==> config.mk <==
export PLATFORM = sky130hd
export DESIGN_NAME = fetch_queue
export DESIGN_NICKNAME = d
export VERILOG_FILES = /design/src/rtl/fetch_queue_pkg.sv /design/src/rtl/fetch_queue_sync_fifo.sv /design/src/rtl/fetch_queue.sv
export SDC_FILE = /design/constraint.sdc
export NUM_CORES = 1
export LEC_CHECK = 0
export ABC_AREA = 1
export CAP_MARGIN = 20
export CORE_MARGIN = 2
export CORE_UTILIZATION = 53
export CTS_BUF_LIST = sky130_fd_sc_hd__clkbuf_2 sky130_fd_sc_hd__clkbuf_4 sky130_fd_sc_hd__clkbuf_8
export DETAILED_ROUTE_END_ITERATION = 8
export PLACE_DENSITY = 0.91
export SYNTH_ARGS = -nofsm -noshare
export SYNTH_HDL_FRONTEND = slang
export SYNTH_HIERARCHICAL = 1
export SYNTH_SLANG_ARGS = --single-unit
==> constraint.sdc <==
create_clock -name clk -period 6.7 [get_ports clk]
set_clock_uncertainty 0.05 [all_clocks]
set_input_delay 0.67 -clock clk [delete_from_list [all_inputs] [get_ports clk]]
set_output_delay 0.67 -clock clk [all_outputs]
set_load 0.03 [all_outputs]
==> src/rtl/fetch_queue_pkg.sv <==
// Shared types for the instruction prefetch queue: fetch FSM states and the
// queue entry layout.
package fetch_queue_pkg;

   localparam int INSTR_BYTES = 4;
   localparam int FQ_WORD     = 32;

   typedef enum logic [1:0] {IDLE, REQ, DISCARD, HALT} fq_state_e;

   typedef struct packed {
      logic [FQ_WORD-1:0] instr;
      logic [FQ_WORD-1:0] ofs;
      logic               err;
   } fq_entry_t;

endpackage

==> src/rtl/fetch_queue_sync_fifo.sv <==
// Power-of-two synchronous FIFO with flush; head entry is read straight from
// registered storage at the read pointer.
module sync_fifo #(
   parameter int WIDTH = 8,
   parameter int DEPTH = 4
) (
   input  logic                   clk,
   input  logic                   rst,
   input  logic                   push,
   input  logic                   pop,
   input  logic                   flush,
   input  logic [WIDTH-1:0]       din,
   output logic [WIDTH-1:0]       dout,
   output logic [$clog2(DEPTH):0] count
);

   localparam int AW = $clog2(DEPTH);
   localparam logic [AW:0] FULL = (AW+1)'(DEPTH);

   logic [WIDTH-1:0] mem [DEPTH];
   logic [AW-1:0]    wptr, rptr;
   logic             do_push, do_pop;

   assign do_pop  = pop && (count != '0);
   assign do_push = push && ((count != FULL) || do_pop);

   // Pointers are AW bits wide, so increments wrap modulo DEPTH for free.
   always_ff @(posedge clk) begin
      if (rst) begin
         wptr  <= '0;
         rptr  <= '0;
         count <= '0;
         for (int i = 0; i < DEPTH; i++) mem[i] <= '0;
      end else if (flush) begin
         wptr  <= '0;
         rptr  <= '0;
         count <= '0;
      end else begin
         if (do_push) begin
            mem[wptr] <= din;
            wptr      <= wptr + 1'b1;
         end
         if (do_pop) rptr <= rptr + 1'b1;
         count <= count + (AW+1)'(do_push) - (AW+1)'(do_pop);
      end
   end

   assign dout = mem[rptr];

endmodule

==> src/rtl/fetch_queue.sv <==
// Instruction prefetch queue: sequential fetch FSM on the I-memory req/ack
// port feeding a DEPTH-entry FIFO drained by decode via valid/ready.
module fetch_queue
   import fetch_queue_pkg::*;
#(
   parameter int                     WORD_LENGTH = 32,
   parameter int                     DEPTH       = 4,
   parameter logic [WORD_LENGTH-1:0] RESET_OFS   = '0
) (
   input  logic                     clk,
   input  logic                     rst,
   input  logic                     redirValid,
   input  logic [WORD_LENGTH-1:0]   redirOfs,
   output logic                     imemReq,
   output logic [WORD_LENGTH-1:0]   imemOfs,
   input  logic                     imemAck,
   input  logic [WORD_LENGTH-1:0]   imemData,
   input  logic                     imemErr,
   output logic                     outValid,
   input  logic                     outReady,
   output logic [WORD_LENGTH-1:0]   outInstr,
   output logic [WORD_LENGTH-1:0]   outOfs,
   output logic                     outErr,
   output logic [$clog2(DEPTH):0]   count
);

   localparam int CW = $clog2(DEPTH) + 1;
   localparam int EW = 2*WORD_LENGTH + 1;
   localparam logic [CW-1:0] FULL = CW'(DEPTH);

   fq_state_e              state, state_n;
   logic [WORD_LENGTH-1:0] pc, pc_n, redir_pc;
   logic                   push, pop, flush;
   logic [CW-1:0]          count_next;
   logic [EW-1:0]          head;

   assign redir_pc = redirOfs & ~WORD_LENGTH'(INSTR_BYTES-1);

   // imemReq/imemOfs are registered from the next state; in DISCARD the
   // offset of the abandoned request is held until its ack arrives.
   always_ff @(posedge clk) begin
      if (rst) begin
         state   <= IDLE;
         pc      <= RESET_OFS;
         imemReq <= 1'b0;
         imemOfs <= RESET_OFS;
      end else begin
         state   <= state_n;
         pc      <= pc_n;
         imemReq <= (state_n == REQ) || (state_n == DISCARD);
         if (state_n != DISCARD) imemOfs <= pc_n;
      end
   end

   always_comb begin
      state_n = state;
      pc_n    = pc;
      if (redirValid) begin
         pc_n = redir_pc;
         if (((state == REQ) || (state == DISCARD)) && !imemAck) state_n = DISCARD;
         else                                                    state_n = REQ;
      end else begin
         case (state)
            IDLE:    if (count < FULL) state_n = REQ;
            REQ:     if (imemAck) begin
                        pc_n = pc + WORD_LENGTH'(INSTR_BYTES);
                        if (imemErr)                 state_n = HALT;
                        else if (count_next < FULL)  state_n = REQ;
                        else                         state_n = IDLE;
                     end
            DISCARD: if (imemAck) state_n = REQ;
            HALT:    state_n = HALT;
            default: state_n = IDLE;
         endcase
      end
   end

   always_comb begin
      flush      = redirValid;
      push       = (state == REQ) && imemAck && !redirValid;
      pop        = outValid && outReady && !redirValid;
      count_next = count + CW'(push) - CW'(pop);
   end

   sync_fifo #(.WIDTH(EW), .DEPTH(DEPTH)) u_fifo (
      .clk   (clk),
      .rst   (rst),
      .push  (push),
      .pop   (pop),
      .flush (flush),
      .din   ({imemData, pc, imemErr}),
      .dout  (head),
      .count (count)
   );

   assign outValid = (count != '0);
   assign {outInstr, outOfs, outErr} = head;

endmodule

# Word-level counts from Yosys, hierarchy flattened
# Memories as Yosys holds them, arrays and structs flattened. A register that Yosys moved wholly into a read port is not among the register bits.
# Cells that the tools add are included.
[classes]
addsub = 7
n_eq_ne = 7
shift = 0
div_mod_pow = 0
n_mul = 0
reduce_logical = 16
muxes = 22
bitwise_logic = 0
n_lt_le_gt_ge = 2
[op_table]
columns = ["operator", "n"]
rows = [
  ["two-way mux 32 bit", 3],
  ["two-way mux 65 bit", 1],
  ["OR reduction 65 bit", 1],
  ["adder 32 x 3 -> 32 bit (second input constant)", 1],
  ["two-way mux 2 bit", 9],
  ["two-way mux 1 bit", 8],
  ["case mux 2 bit (4 select lines)", 1],
  ["logical AND 1 bit", 7],
  ["adder 3 x 1 -> 3 bit", 2],
  ["== test 2 bit (second input constant)", 3],
  ["< comparator 3 bit (second input constant)", 2],
  ["subtractor 3 x 1 -> 3 bit", 2],
  ["adder 2 x 1 -> 2 bit (second input constant)", 2],
  ["== test 2 x 1 -> 1 bit (second input constant)", 2],
  ["logical OR 1 bit", 3],
  ["inequality test 3 bit (second input constant)", 1],
  ["nonzero test 3 bit", 1],
  ["zero test 1 bit", 2],
  ["zero test 2 bit", 1],
  ["inequality test 2 bit (second input constant)", 1],
  ["OR reduction 2 bit", 1],
]
[totals]
mem_bits_rw = 260
mem_count = 1
romBits = 0
inputBits = 70
latchBits = 0
regBits = 74
elab_cells = 62
[memory_table]
columns = ["memory", "depth", "width", "rd", "rd_clocked_by_memory_dff", "write_ports", "line_no", "source"]
rows = [
  ["u_fifo.mem", 4, 65, 1, 1, 4, "fetch_queue_sync_fifo.sv:20", "logic [WIDTH-1:0] mem [DEPTH];"],
]

# Logic depth before layout (Yosys ltp)
[depth]
ltp_word = 13
mapped_depth = 22

# Hierarchy
# Netlist, hierarchy kept.
[by_module_without_submodules]
columns = ["module", "seq_area_each_um2", "cells_per_inst", "n_inst", "area_each_um2"]
rows = [
  ["sync_fifo", 7987.7, 1064, 1, 11626.2],
  ["fetch_queue", 1341.3, 566, 1, 3651.0],
]

# Least setup slack after synthesis
# OpenSTA, ideal clock, no wires.
[synth_timing]
path_kind = "input-to-reg"
start = "in redirValid"
end = "mem u_fifo/mem[0][0] (netlist bit) (enable)"
cell_stages = 10
arrival_ps = 6573
path_buffers = 3
setup_time_ps = 578
path_slack_ps = -501
path_cell_list = "inv_1 > clkbuf_1 > buf_2 > nand2_1 > nor2_1 > nor2_1 > nand2_2 > nand4_1 > buf_2 > o21ai_0"
[synth_rtl]
columns = ["element", "line_no", "source"]
rows = [
  ["start: declaration", "fetch_queue.sv:12", "input logic redirValid,"],
  ["end: declaration", "fetch_queue_sync_fifo.sv:20", ""],
]

==> flow_metrics.env <==
export IMPL_outcome="complete, no violations"
export IMPL_ctsHtreeMaxLevel=2
export IMPL_slew_viol_final=0
export IMPL_required_ns=5.98
export IMPL_synthTopCellsByArea="edfxtp_1 (51%), dfxtp_1 (10%), nor2_1 (8.7%)"
export IMPL_power_frac_seq_pct=52.0
export IMPL_dr_pass1_iters=6
export IMPL_synthAdderAreaFrac_pct=0.950
export IMPL_postCtsSetupBuffers=0
export IMPL_cts_num_sinks=336
export IMPL_vias=12600
export IMPL_r2r_slack_ns=2.71
export IMPL_powerDensity_nw_per_um2=251
export IMPL_rsz0062_at_grt="false"
export IMPL_area_growth_synth_to_final_pct=19.5
export IMPL_ys_ff_latch=336
export IMPL_grt_util_met1_pct=33.5
export IMPL_min_period_ns=4.61
export IMPL_worstHoldStart="u_fifo/wptr[1]"
export IMPL_top_usage_layer="met2"
export IMPL_crit_chain="clkinv_2 -> buf_4 -> o21ai_0 -> o22ai_1 -> clkdlybuf4s50_1"
export IMPL_fin_nets=1849
export IMPL_cts_hold_buf=0
export IMPL_clk_pin_slew_ns=0.06
export IMPL_synth_compound_area_share_pct=9.61
export IMPL_regArea_um2=9340
export IMPL_tightest_slew_ns=1.05
export IMPL_synth_top_area_cell="edfxtp_1"
export IMPL_synth_async_reset_ratio_pct=0
export IMPL_synth_most_common_cell="nor2_1"
export IMPL_synth_top_family_by_area="simple AND/OR/NAND/NOR gates"
export IMPL_cts_tree="yes"
export IMPL_drv_cap=0
export IMPL_grt_use_met2_pct=44.4
export IMPL_grt_pass1_vias=12600
export IMPL_cts_root_buf="clkbuf_8"
export IMPL_synth_top_cells_by_count="nor2_1 (355), edfxtp_1 (260), inv_1 (161)"
export IMPL_numCtsBuffers=54
export IMPL_drive_gt1_share_pct=8.55
export IMPL_r2r_end="imemOfs[8]"
export IMPL_arrival_ns=3.89
export IMPL_crit_path_max_incr_delay_ns=0.78
export IMPL_netlist_area_um2=15300
export IMPL_rows=62
export IMPL_cts_resized=0
export IMPL_cts_path_max_buffers=3
export IMPL_slew_headroom_pct=29.9
export IMPL_tns_ns=0
export IMPL_fill_cells=2197
export IMPL_swShare_pct=24.2
export IMPL_crit_type="reg -> out"
export IMPL_first_iter_violations=1519
export IMPL_peakVddDrop_mv=0.137
export IMPL_syn_avg_cell_area_um2=9.37
export IMPL_timing_rr_start="state[1]"
export IMPL_start_util_pct=53.5
export IMPL_yosys_area_share_simple_pct=21.0
export IMPL_synth_xor_area_share_pct=0.172
export IMPL_core_area_um2=28500
export IMPL_seq_area_frac_synth_pct=61.1
export IMPL_postPlaceCellArea_um2=17100
export IMPL_die_w_um=174
export IMPL_clk_latency_ns=0.57
export IMPL_fmax_ghz=0.217
export IMPL_die_y_um=174
export IMPL_antennaDiodeCount=0
export IMPL_wirelength_um=40200
export IMPL_ios=172
export IMPL_power_leakage_uw=0.00712
export IMPL_path_max_fanout=72
export IMPL_grt_max_degree=79
export IMPL_hold_class="reg -> reg"
export IMPL_hold_viol=0
export IMPL_final_cell_area_um2=18300
export IMPL_drcViolationCount=0
export IMPL_vias_per_cell=5.73
export IMPL_p_comb_share_pct=9.1
export IMPL_die_area_um2=30200
export IMPL_grt_pass1_wl_um=63200
export IMPL_clockPowerShare_pct=38.9
export IMPL_port_buffers=169
export IMPL_cp_start_kind="flip-flop"
export IMPL_hold_end="u_fifo/wptr[1]"
export IMPL_grtUsageMet3_pct=4.43
export IMPL_multi_input_area_um2=4890
export IMPL_yosysWarnings=6
export IMPL_crit_path_end_kind="primary output"
export IMPL_ys_types=39
export IMPL_antenna_found_initial=0
export IMPL_p_sw_uw=1110
export IMPL_ys_flop_type="edfxtp_1"
export IMPL_p_int_uw=3470
export IMPL_synth_mux_area_share_pct=0.0655
export IMPL_dpl_hpwl_um=22600
export IMPL_synthCells=1630
export IMPL_syn_num_nets=1711
export IMPL_reg2regPathDepth=22
export IMPL_gp_congestion=0.918
export IMPL_min_period_over_period_pct=68.8
export IMPL_grt_ovfl_total=0
export IMPL_synth_top_cell_area_share_pct=51.1
export IMPL_finalSetupViolCount=0
export IMPL_whs_path_depth=2
export IMPL_grt_use_total_pct=25.9
export IMPL_cp_slowest_cell="clkinv_2"
export IMPL_ant_nets=0
export IMPL_synth_edf_count=260
export IMPL_wl_per_cell_um=18.3
per-stage QoR:
stage | util, % | hold WS [ns] | total power, uW | worst slack (ns) | instances
after global routing | 63.9 | 0.462 | 4730 | 1.89 | 2196
final | 63.9 | 0.436 | 4580 | 2.09 | 2196
after detailed placement | 60.1 | 0.424 | 2830 | 2.16 | 2096
after floorplan | - | 0.390 | 2650 | 1.26 | 1630
after CTS | 63.9 | 0.436 | 4590 | 2.19 | 2196
after global placement | 60.1 | 0.403 | 2820 | 2.31 | 2096
power by group through the flow:
| stage | sequential, uW | combinational [uW] | clock [uW] |
|---|---|---|---|
| global route | 2390 | 449 | 1890 |
| floorplan | 2450 | 200 | 0 |
| finish | 2380 | 417 | 1780 |
| detailed placement | 2420 | 411 | 0 |
| global placement | 2410 | 402 | 0 |
| CTS | 2380 | 416 | 1800 |
sequential cells by signal (all words and copies together) (netlist names), named ones only:
register and cells:
u_fifo/rptr 2, u_fifo/wptr 2, u_fifo/count 3, state 2, pc 32, imemReq 1, imemOfs 32, u_fifo/mem 260
cells by family after synthesis:
logic type	Yosys count
compound gates	266
xor+xnor	3
fa+ha+maj	11
buf+inv	271
flops	336
mux	1
simple gates	742
how the worst max path moves through the flow:
stage	end
2_1_floorplan	u_fifo/mem[0][0]
3_3_place_gp	imemOfs[23]
3_5_place_dp	imemOfs[8]
4_1_cts	outOfs[13]
5_1_grt	outOfs[13]
6_report	outOfs[13]
placed cells by master, fill, tap and decap left out, types with 3 or more instances in the layout:
master,instances
clkbuf_4,22
o22ai_1,66
nand4_1,10
edfxtp_1,260
inv_1,158
ha_1,10
nand2_1,132
o21ai_1,4
clkbuf_8,61
clkinv_1,12
clkdlybuf4s50_1,168
nand2_2,4
a21oi_1,31
nor2_1,355
nand2_4,3
inv_2,7
clkinv_2,5
nor3_1,132
dfxtp_1,73
o21bai_1,9
nor2_2,18
or2_2,4
o211ai_1,7
buf_4,17
nand3_1,73
xor2_1,3
nand3b_1,3
o21ai_0,142
layout make-up:
type | instances | area share (%)
Clock buffer | 83 | 5.51
Clock inverter | 17 | 0.542
Inverter | 167 | 3.44
Multi-Input combinational cell | 1023 | 26.8
Sequential cell | 336 | 51.2
Tap cell | 384 | 2.63
Timing Repair Buffer | 186 | 9.94
worst max-delay path: cells and delay by family, from the launching register on:
kind | cells | cell delay [ns]
compound gates | 2 | 0.53
buf+inv | 3 | 2.04
flops | 1 | 0.71
metal layers:
layer	part of all wire (%)	up-vias
met3	9.7	90
met1	39	5902
li1	-	5816
met5	0	-
met2	49	768
met4	2.1	0
No activity file was read; power rests on OpenSTA's default activity.
